$ cat config.mk
export PLATFORM = sky130hd
export DESIGN_NAME = rand_num_gen_flat
export DESIGN_NICKNAME = d
export VERILOG_FILES = /design/src/rtl/maze_pkg.sv /design/src/rtl/rand_num_gen_if.sv /design/src/rtl/lfsr_step.sv /design/src/rtl/rand_num_gen.sv /design/src/flat_wrapper.sv
export SDC_FILE = /design/constraint.sdc
export NUM_CORES = 1
export LEC_CHECK = 0
export CORE_UTILIZATION = 43
export DETAILED_ROUTE_END_ITERATION = 16
export MAX_ROUTING_LAYER = met4
export PLACE_DENSITY_LB_ADDON = 0.12
export SLEW_MARGIN = 20
export SYNTH_ARGS = -nofsm -noshare
export SYNTH_HDL_FRONTEND = slang
export SYNTH_SLANG_ARGS = --single-unit
$ cat constraint.sdc
create_clock -name clk -period 1.7 [get_ports clk]
set_input_delay 0.425 -clock clk [delete_from_list [all_inputs] [get_ports clk]]
set_output_delay 0.425 -clock clk [all_outputs]
set_load 0.02 [all_outputs]
$ cat src/rtl/maze_pkg.sv
`default_nettype none
// ============================================================================
// maze_pkg : constants and encodings shared by the maze RNG and carver | rev 1.0
// ============================================================================
package maze_pkg;

  localparam int          LFSR_WIDTH   = 16;
  localparam logic [15:0] DEFAULT_SEED = 16'hACE1;
  // Taps 15,13,12,10: x^16 + x^14 + x^13 + x^11 + 1
  localparam logic [15:0] TAP_MASK     = 16'hB400;

  typedef enum logic [1:0] {
    DIR_UP    = 2'b00,
    DIR_LEFT  = 2'b01,
    DIR_DOWN  = 2'b10,
    DIR_RIGHT = 2'b11
  } dir_e;

  function automatic logic [LFSR_WIDTH-1:0] lfsr_shift(input logic [LFSR_WIDTH-1:0] s);
    return {s[LFSR_WIDTH-2:0], ^(s & TAP_MASK)};
  endfunction

endpackage
`default_nettype wire

$ cat src/rtl/rand_num_gen_if.sv
`default_nettype none
// ============================================================================
// rand_num_gen_if : control and output bundle of the maze RNG | rev 1.0
// ============================================================================
interface rand_num_gen_if #(
  parameter int OUT_WIDTH = 2
);

  logic                 en_i;
  logic                 seed_load_i;
  logic [15:0]          seed_i;
  logic [OUT_WIDTH-1:0] rand_o;
  logic [15:0]          state_o;

  modport master (
    output en_i,
    output seed_load_i,
    output seed_i,
    input  rand_o,
    input  state_o
  );

  modport slave (
    input  en_i,
    input  seed_load_i,
    input  seed_i,
    output rand_o,
    output state_o
  );

endinterface
`default_nettype wire

$ cat src/rtl/lfsr_step.sv
`default_nettype none
// ============================================================================
// lfsr_step : one combinational Fibonacci LFSR shift | rev 1.0
// ============================================================================
module lfsr_step
  import maze_pkg::*;
(
  input  wire logic [LFSR_WIDTH-1:0] s_i,
  output logic      [LFSR_WIDTH-1:0] s_o
);

  assign s_o = lfsr_shift(s_i);

endmodule
`default_nettype wire

$ cat src/rtl/rand_num_gen.sv
`default_nettype none
// ============================================================================
// rand_num_gen : reseedable 16-bit LFSR direction source, STEP shifts per clock | rev 1.0
// ============================================================================
module rand_num_gen #(
  parameter int                          LFSR_WIDTH = 16,
  parameter int                          OUT_WIDTH  = 2,
  parameter int                          STEP       = 2,
  parameter logic [LFSR_WIDTH-1:0]       SEED       = maze_pkg::DEFAULT_SEED
) (
  input  wire logic           clk,
  input  wire logic           rst_n,
  rand_num_gen_if.slave       bus
);

  import maze_pkg::*;

  generate
    if (LFSR_WIDTH != maze_pkg::LFSR_WIDTH) begin : g_bad_width
      $error("rand_num_gen: tap set is only defined for a 16-bit LFSR");
    end
    if (OUT_WIDTH < 1 || OUT_WIDTH > LFSR_WIDTH) begin : g_bad_out
      $error("rand_num_gen: OUT_WIDTH out of range");
    end
    if (STEP < 1 || STEP > LFSR_WIDTH) begin : g_bad_step
      $error("rand_num_gen: STEP out of range");
    end
  endgenerate

  logic [LFSR_WIDTH-1:0] state_q;
  logic [LFSR_WIDTH-1:0] state_d;
  logic [LFSR_WIDTH-1:0] advanced;

  // Each stage owns its input/output so the chain stays acyclic per signal.
  generate
    for (genvar i = 0; i < STEP; i++) begin : g_step
      logic [LFSR_WIDTH-1:0] s_in;
      logic [LFSR_WIDTH-1:0] s_out;
      if (i == 0) begin : g_first
        assign s_in = state_q;
      end else begin : g_next
        assign s_in = g_step[i-1].s_out;
      end
      lfsr_step u_step (
        .s_i (s_in),
        .s_o (s_out)
      );
    end
  endgenerate

  assign advanced = g_step[STEP-1].s_out;

  always_comb begin
    state_d = state_q;
    if (bus.seed_load_i) begin
      state_d = (bus.seed_i == '0) ? SEED : bus.seed_i;
    end else if (bus.en_i) begin
      // All-zero is a lock-up state of the LFSR; recover to the seed.
      state_d = (state_q == '0) ? SEED : advanced;
    end
  end

  always_ff @(posedge clk or negedge rst_n) begin
    if (!rst_n) begin
      state_q <= SEED;
    end else begin
      state_q <= state_d;
    end
  end

  assign bus.state_o = state_q;
  assign bus.rand_o  = state_q[OUT_WIDTH-1:0];

endmodule
`default_nettype wire

$ cat src/flat_wrapper.sv
// flat-port wrapper written by rule: the top's interface ports become plain ports
module rand_num_gen_flat import maze_pkg::*;
#(
  parameter int                          LFSR_WIDTH = 16,
  parameter int                          OUT_WIDTH  = 2,
  parameter int                          STEP       = 2,
  parameter logic [LFSR_WIDTH-1:0]       SEED       = maze_pkg::DEFAULT_SEED
)
  (clk, rst_n, bus_en_i, bus_seed_load_i, bus_seed_i, bus_rand_o, bus_state_o);
  rand_num_gen_if #(.OUT_WIDTH(OUT_WIDTH)) bus_i ();
  input  wire logic clk;
  input  wire logic rst_n;
  input wire logic [$bits(bus_i.en_i)-1:0] bus_en_i;
  input wire logic [$bits(bus_i.seed_load_i)-1:0] bus_seed_load_i;
  input wire logic [$bits(bus_i.seed_i)-1:0] bus_seed_i;
  output wire logic [$bits(bus_i.rand_o)-1:0] bus_rand_o;
  output wire logic [$bits(bus_i.state_o)-1:0] bus_state_o;
  assign bus_i.en_i = bus_en_i;
  assign bus_i.seed_load_i = bus_seed_load_i;
  assign bus_i.seed_i = bus_seed_i;
  assign bus_rand_o = bus_i.rand_o;
  assign bus_state_o = bus_i.state_o;
  rand_num_gen #(.LFSR_WIDTH(LFSR_WIDTH), .OUT_WIDTH(OUT_WIDTH), .STEP(STEP), .SEED(SEED)) u_core (.clk(clk), .rst_n(rst_n), .bus(bus_i));
endmodule
==> reports/metrics.yaml, run 1 <==
status: "finished with violations"
violations: "setup timing"
clk_latency_ps: 300
cts.path.max_buffers: 2
slew_violations: 0
ys_ff_latch: 16
core-area_um2: 2060
worstSetupStartpointType: "input port"
antenna_found_initial: 0
worst_slew_margin_rel_pct: 74.1
post-place-cells: 166
cpLargestDelayFamily: "compound AO/OA/AOI/OAI gates"
clockRootBuffer: "clkbuf_4"
switching_share_pct: 34.7
final_util_pct: 74.5
cp_num_buf_inv: 1
grt_usage_pct: 23.5
grt_pass1_vias: 907
diodes: 0
clock_skew_ps: 4.66
syn-num-nets: 116
ir_drop_mv: 0.612
tritoncts: "done"
synthCells: 95
routed_wl_um: 2730
grt_max_degree: 17
critPathKind: "input port to register"
initial_core_util_pct: 47.9
ant_nets: 0
syn_to_final_growth_pct: 55.4
hold_viol_final: 0
via_count: 910
drive_gt1_share_pct: 28.0
power_frac_seq_pct: 42.6
p_sw_w: 0.000409
leakage_nw: 0.675
worst_slack_ps: -10.0
critPathArrivalTime_ps: 1900
cts_made_buffers: 3
htreeDepth: 1
dr.pass1.iters: 4
path_clk_slew_ps: 100
cp-end-kind: "register"
fp.dieH_um: 49.9
rsz0062_at_grt: "true"
hpwl_um: 1940
io_buffers: 37
critPathMaxFanout: 8
internal_power_w: 0.000770
fin_crit_ps: 1710
comb_power_share_pct: 35.4
maxCapViolCount: 0
ctsHoldBuffers: 0
final_common_cell: "clkdlybuf4s50_1"
worstReg2RegStart: "u_core.bus.state_o[13]"
pwr-share-clk_pct: 22.1
clkSinkCount: 16
die_w_um: 49.9
yosysUniqueCellTypes: 25
crit_slowest_cell: "clkdlybuf4s50_1"
drt_iter0_drc: 24
path_cells: "clkdlybuf4s50_1 -> nor4_4 -> a41oi_4 -> a221oi_1"
post-cts-setup-buffer-count: 0
via_per_inst: 5.35
max_freq_mhz: 585
grt_pass1_wl_um: 4280
num_io_pins: 38
syn_avg_cell_area_um2: 10.4
finalCritPeriodShare_pct: 101
yosysSeqAreaShare_pct: 41.5
nNetsFinal: 165
grt_overflow: 0
die_area_um2: 2490
worstMarginPinSlew_ps: 386
finalNonFillerCells: 170
largest_reg_flops: 16
startpoint: "bus_seed_i[2]"
synth_area_um2: 988
rows: 16
gp_congestion: 0.785
power-per-cell-area_nw_per_um2: 767
final-setup-viol-count: 1
critPathMaxStageDelay_ps: 470
yosysWarningCount: 0
wl_per_cell_um: 16.1
cp.required_ps: 1890
most-common-layout-cells: "19 x clkdlybuf4s50_1, 17 x dlygate4sd2_1, 16 x inv_1"
drc: 0
min-delay-path-class: "input port to asynchronous set/reset pin"
==> metrics by stage <==
step	TNS, ps	power (W)	worst slack (ps)	cell area, µm²	hold slack (ps)
finish	-10.0	0.00118	-10.0	1540	447
global route	-136	0.00124	-42.2	1540	469
floorplan	0	0.000721	96.7	988	129
detailed placement	-2290	0.000941	-347	1460	519
CTS	-25.6	0.00117	-19.5	1480	446
global placement	-2150	0.000933	-322	1460	510
==> synth_stat cells <==
| master | count | share of area [%] |
|---|---|---|
| inv_1 | 17 | 6.5 |
| a41oi_2 | 1 | 1.6 |
| clkbuf_2 | 1 | 0.51 |
| a221oi_1 | 8 | 7.1 |
| clkbuf_1 | 2 | 0.76 |
| a221o_1 | 2 | 2.0 |
| nor4_4 | 2 | 4.3 |
| ha_1 | 1 | 1.3 |
| nor3b_1 | 2 | 1.5 |
| xor2_1 | 2 | 1.8 |
| xnor2_1 | 3 | 2.7 |
| nor4_2 | 4 | 5.1 |
| buf_4 | 2 | 1.5 |
| a41oi_4 | 1 | 2.8 |
| nor3_1 | 1 | 0.51 |
| or2_2 | 1 | 0.63 |
| nor2_1 | 8 | 3.0 |
| nor4b_4 | 1 | 2.4 |
| nand2_1 | 6 | 2.3 |
| o21ai_0 | 6 | 3.0 |
| dfrtp_1 | 8 | 20 |
| buf_2 | 1 | 0.51 |
| dfstp_2 | 8 | 21 |
| nand2b_1 | 1 | 0.63 |
| mux2i_1 | 6 | 6.1 |
==> power by group through the flow <==
stage                     combinational, W  sequential, W  clock [W]
final                             0.000417       0.000502   0.000260
after global routing              0.000449       0.000510   0.000283
after CTS                         0.000398       0.000501   0.000269
after detailed placement          0.000431       0.000510          0
after global placement            0.000426       0.000507          0
after floorplan                   0.000157       0.000564          0
==> path summary, 6_finish.rpt <==
kind | endpoint | cells past startpoint | slack, ps
hold reg to reg | u_core.bus.state_o[15] | 2 | 510
max in group asynchronous | u_core.bus.state_o[10] | 2 | 1000
setup / recovery | u_core.bus.state_o[10] | 4 | -10
min in group clk | u_core.bus.state_o[15] | 2 | 510
setup reg to reg | u_core.bus.state_o[10] | 6 | 80
hold / removal | u_core.bus.state_o[3] | 2 | 450
==> final cells by class <==
class | instances | area (µm²)
Multi-Input combinational cell | 56 | 547
Tap cell | 27 | 33.8
Sequential cell | 16 | 410
Timing Repair Buffer | 50 | 445
Clock buffer | 4 | 36.3
Fill cell | 155 | 526
Inverter | 17 | 63.8
==> logic make-up (layout without fill, tap and decap cells) <==
group	count (synthesis)	count (layout)	synth area share, %
mux	6	6	6.08
xor+xnor	5	5	4.43
flops	16	16	41.5
buf+inv	23	71	9.75
compound gates	18	18	16.6
fa+ha+maj	1	1	1.27
simple gates	26	26	20.4
==> metal layers <==
layer,vias to the layer above,routed length [µm],track usage (%)
met5,-,0,-
met4,0,27,8.10
met3,3,146,3.70
met2,37,1430,36.7
met1,442,1130,30.8
li1,428,-,-
==> timing repair <==
action / in CTS / in global routing
gates resized for setup: 19 / 11
endpoints found under the setup margin: 20 / 10
pin swaps: 0 / 1
(Power assumes the default switching activity.)
==> run 2: changes to the inputs <==
CELL_PAD_IN_SITES_DETAIL_PLACEMENT = 0   (was default)
CELL_PAD_IN_SITES_GLOBAL_PLACEMENT = 2   (was default)
CORE_ASPECT_RATIO = 0.5   (was default)
CORE_MARGIN = 4   (was default)
CORE_UTILIZATION = 25   (was 43)
==> reports/metrics.yaml, run 2 (synthesis results as in run 1) <==
routed_wl_um: 3150  # +15%
fin_crit_ps: 1650  # -63.0 ps
worstMarginPinSlew_ps: 364  # -21.6 ps
grt_pass1_wl_um: 5400  # +26%
die_area_um2: 5080  # +100%
clk_latency_ps: 250  # -50 ps
final-setup-viol-count: 0  # -1
dr.pass1.iters: 4  # unchanged
ant_nets: 0  # unchanged
reg2reg_depth: 5  # -1
io_buffers: 37  # unchanged
cpLargestDelayFamily: "flip-flops"
whs_ps: 449  # +2.64 ps
clockRootBuffer: "clkbuf_8"
cp_num_cells: 1  # -3
critPathArrivalTime_ps: 1220  # -680 ps
worstSetupStartpointType: "register"
power-per-cell-area_nw_per_um2: 764  # -0.48%
grt_pass1_vias: 1007  # +11%
hpwl_um: 2450  # +26%
drc: 0  # unchanged
min_path_cells: 3
finalCritPeriodShare_pct: 96.9  # -3.7 points
max_freq_mhz: 607  # +3.8%
grt_overflow: 0  # unchanged
die_w_um: 96.9  # +94%
dp_worst_setup_slack_ps: -401  # -54.5 ps
grt_max_degree: 17  # unchanged
wl_per_cell_um: 15.5  # -3.5%
initial_core_util_pct: 27.3  # -21 points
antenna_found_initial: 0  # unchanged
syn_to_final_growth_pct: 72.0
num_io_pins: 38  # unchanged
largest_reg_flops: 16  # unchanged
htreeDepth: 1  # unchanged
most-common-layout-cells: "20 x dlygate4sd2_1, 20 x buf_4, 17 x inv_1"
path_clk_slew_ps: 60  # -40 ps
critPathMaxFanout: 5  # -3
crit_slowest_cell: "dfstp_2"
grt_usage_pct: 14.1  # -9.4 points
via_per_inst: 4.45  # -17%
worst_slew_margin_rel_pct: 75.5  # +1.4 points
via_count: 903  # -0.77%
ctsHoldBuffers: 0  # unchanged
cts_made_buffers: 3  # unchanged
cp.required_ps: 1270  # -620 ps
tritoncts: "done"
slew_violations: 0  # unchanged
min-delay-path-class: "input port to register"
core-area_um2: 3620  # +76%
clkSinkCount: 16  # unchanged
path_cells: "dlygate4sd2_1"
gp_congestion: 0.759  # -3.3%
rows: 15  # -1
hold_viol_final: 0  # unchanged
leakage_nw: 0.811  # +20%
worst_slack_ps: 53.0  # +63.0 ps
critPathMaxStageDelay_ps: 610  # +140 ps
cp-end-kind: "primary output"
drive_gt1_share_pct: 34.2  # +6.2 points
critPathKind: "register to primary output"
status: "finished, final reports clean"
ir_drop_mv: 0.276  # -55%
cp_num_buf_inv: 1  # unchanged
nNetsFinal: 174  # +5.5%
diodes: 0  # unchanged
drt_iter0_drc: 13  # -46%
cts.path.max_buffers: 2  # unchanged
fp.dieH_um: 52.5  # +5.0%
reg2reg_slack_ps: 70  # about the same
maxCapViolCount: 0  # unchanged
clock_skew_ps: 7.78  # +3.11 ps
run 2: metrics by stage:
step / util [%] / setup TNS (ps) / std cells / instance area, µm² / total power [W]
floorplan: - / 0 / 95 / 988 / 0.000721
global placement: 42.5 / -3230 / 197 / 1540 / 0.000968
detailed placement: 42.5 / -3010 / 197 / 1540 / 0.000968
CTS: 45.6 / 0 / 203 / 1650 / 0.00131
global route: 46.9 / -2.23 / 203 / 1700 / 0.00138
finish: 46.9 / 0 / 203 / 1700 / 0.00130
run 2: cell type report:
class / instances / area (µm²)
clock buffer: 4 / 55.1
inverter: 17 / 63.8
multi-input combinational: 56 / 569
tap: 51 / 63.8
timing repair buffer: 59 / 538
sequential: 16 / 410
fill: 348 / 1920
run 2: timing repair:
item / CTS / global route
resized for setup: 31 / 11
pin swaps: 3 / 10
setup endpoints to repair: 26 / 9
setup buffers: 2 / 0
run 2: worst paths after layout:
path | from | endpoint
min reg2reg | u_core.bus.state_o[5] | u_core.bus.state_o[7]
min in group asynchronous | rst_n | u_core.bus.state_o[3]
max | u_core.bus.state_o[10] | bus_state_o[10]
max in group asynchronous | rst_n | u_core.bus.state_o[11]
max reg2reg | u_core.bus.state_o[13] | u_core.bus.state_o[1]
min | bus_seed_i[12] | u_core.bus.state_o[12]
run 2: power breakdown:
part / switching [W] / leakage [nW] / internal [W]
clock network: 0.000142 / 0.0288 / 0.000206
logic: 0.000234 / 0.602 / 0.000213
registers: 0.0000615 / 0.181 / 0.000442
total: 0.000437 / 0.811 / 0.000861
run 2: routing by layer:
layer / routed length, µm / share of wire (%) / global-route usage (%)
met4: 0 / 0 / 1.40
met2: 1310 / 41 / 21.7
met3: 157 / 5.0 / 4.25
met1: 1680 / 53 / 19.1
met5: 0 / 0 / -
==> run 3: changes to the inputs <==
CTS_CLUSTER_DIAMETER = 100   (was default)
GPL_TIMING_DRIVEN = 0   (was default)
==> reports/metrics.yaml, run 3 (synthesis results as in run 1) <==
min-delay-path-class: "input port to register"
switching_share_pct: 34.8  # +1.1 points
leakage_nw: 0.726  # -10%
final-setup-viol-count: 0  # unchanged
cts.path.max_buffers: 2  # unchanged
critPathMaxStageDelay_ps: 570  # -40 ps
via_per_inst: 4.54  # +2.1%
largest_reg_flops: 16  # unchanged
fin_tns_setup_ps: 0  # unchanged
die_w_um: 96.9  # unchanged
worst_slew_margin_rel_pct: 49.4  # -26 points
clk_latency_ps: 250  # about the same
worstMarginPinSlew_ps: 757  # +393 ps
power_frac_seq_pct: 42.4  # +3.6 points
critPathArrivalTime_ps: 1220  # about the same
grt_pass1_vias: 875  # -13%
maxCapViolCount: 0  # unchanged
finalCritPeriodShare_pct: 96.9  # about the same
path_clk_slew_ps: 70  # about the same
dr.pass1.iters: 4  # unchanged
internal_power_w: 0.000793  # -7.9%
tritoncts: "done"
comb_power_share_pct: 33.7  # -0.8 points
worst_slack_ps: 52.8  # -0.152 ps
crit_slowest_cell: "dfstp_2"
drive_gt1_share_pct: 27.7  # -6.5 points
antenna_found_initial: 0  # unchanged
clkSinkCount: 16  # unchanged
grt_usage_pct: 12.9  # -1.2 points
die_area_um2: 5080  # unchanged
wl_per_cell_um: 15.8  # +1.7%
nNetsFinal: 160  # -8.0%
gp_congestion: 0.678  # -11%
num_io_pins: 38  # unchanged
fin_crit_ps: 1650  # +0.152 ps
grt_pass1_wl_um: 4830  # -10%
most-common-layout-cells: "22 x dlygate4sd2_1, 17 x inv_1, 8 x nor2_1, 8 x a221oi_2, 8 x dfstp_2"
routed_wl_um: 2970  # -5.8%
cp-end-kind: "primary output"
slew_violations: 0  # unchanged
dp_worst_setup_slack_ps: -447  # -45.5 ps
initial_core_util_pct: 27.3  # unchanged
grt_max_degree: 17  # unchanged
clockRootBuffer: "clkbuf_8"
io_buffers: 35  # -5.4%
power-per-cell-area_nw_per_um2: 773  # +1.2%
cts_made_buffers: 3  # unchanged
hpwl_um: 2260  # -7.9%
dpl_cell_area_um2: 1400  # -8.9%
final_util_pct: 43.5  # -3.5 points
worstSetupStartpointType: "register"
via_count: 854  # -5.4%
path_cells: "buf_4 -> clkdlybuf4s15_1"
final_common_cell: "dlygate4sd2_1"
ant_nets: 0  # unchanged
critPathMaxFanout: 5  # unchanged
fp.dieH_um: 52.5  # unchanged
status: "finished, final reports clean"
clock_skew_ps: 5.11  # -2.67 ps
core-area_um2: 3620  # unchanged
htreeDepth: 1  # unchanged
drt_iter0_drc: 13  # unchanged
cp.required_ps: 1270  # about the same
rows: 15  # unchanged
hold_viol_final: 0  # unchanged
critPathKind: "register to primary output"
p_sw_w: 0.000423  # -3.4%
syn_to_final_growth_pct: 59.2
drc: 0  # unchanged
diodes: 0  # unchanged
ir_drop_mv: 0.258  # -6.8%
max_freq_mhz: 607  # about the same
stdcell_area_um2: 1570  # -7.4%
pwr-share-clk_pct: 23.9  # -2.9 points
grt_overflow: 0  # unchanged
run 3: changes by cell type in the layout (fill, tap and decap cells not counted), moves of 2 or more:
cell | previous run | this run
dlygate4sd2_1 | 20 | 22
buf_4 | 20 | 5
buf_6 | 2 | 0
clkbuf_1 | 0 | 2
clkdlybuf4s50_1 | 9 | 5
run 3: layout make-up:
| cell class | count | area (µm²) |
|---|---|---|
| Sequential cell | 16 | 412 |
| Timing Repair Buffer | 39 | 383 |
| Multi-Input combinational cell | 56 | 578 |
| Buffer | 6 | 32.5 |
| Clock buffer | 3 | 41.3 |
| Tap cell | 51 | 63.8 |
| Fill cell | 368 | 2050 |
| Inverter | 17 | 63.8 |
run 3: stage by stage:
stage	total power [W]	cells	hold slack (ps)
after floorplan	0.000721	95	129
after detailed placement	0.000932	181	511
after CTS	0.00122	185	523
final	0.00122	188	467
after global placement	0.000931	181	506
after global routing	0.00129	188	472
run 3: routing by layer:
| metal | vias up | wire length [µm] | GRT usage, % |
|---|---|---|---|
| met5 | - | 0 | - |
| met4 | 0 | 0 | 0.699 |
| met3 | 0 | 122 | 4.38 |
| met2 | 24 | 1270 | 19.3 |
| met1 | 412 | 1580 | 17.7 |
| li1 | 418 | - | - |
run 3: final timing paths:
path | from | end | slack (ps) | cells past startpoint
min reg2reg | u_core.bus.state_o[5] | u_core.bus.state_o[7] | 520 | 2
max | u_core.bus.state_o[0] | bus_state_o[0] | 50 | 2
max in group asynchronous | rst_n | u_core.bus.state_o[12] | 550 | 1
min | bus_seed_i[6] | u_core.bus.state_o[6] | 470 | 3
min in group asynchronous | rst_n | u_core.bus.state_o[2] | 620 | 1
max reg2reg | u_core.bus.state_o[12] | u_core.bus.state_o[15] | 80 | 6
run 3: repair_timing:
item,CTS,global route
pin swaps,12,6
setup buffers,1,3
hold buffers,0,0
endpoints found under the setup margin,26,12
endpoints found under the hold margin,0,0
resized for setup,36,9
run 3: power groups by stage:
stage          combinational (W)  clock, W  sequential (W)
2_1_floorplan           0.000157         0        0.000564
3_3_place_gp            0.000404         0        0.000527
3_5_place_dp            0.000405         0        0.000527
4_1_cts                 0.000408  0.000298        0.000516
5_1_grt                 0.000441  0.000323        0.000525
6_report                0.000410  0.000291        0.000515
run 3: worst max-delay path: cells and delay by family, from the launching register on:
kind | cells | cell delay [ps]
DFF | 1 | 570
buffers and inverters | 2 | 390
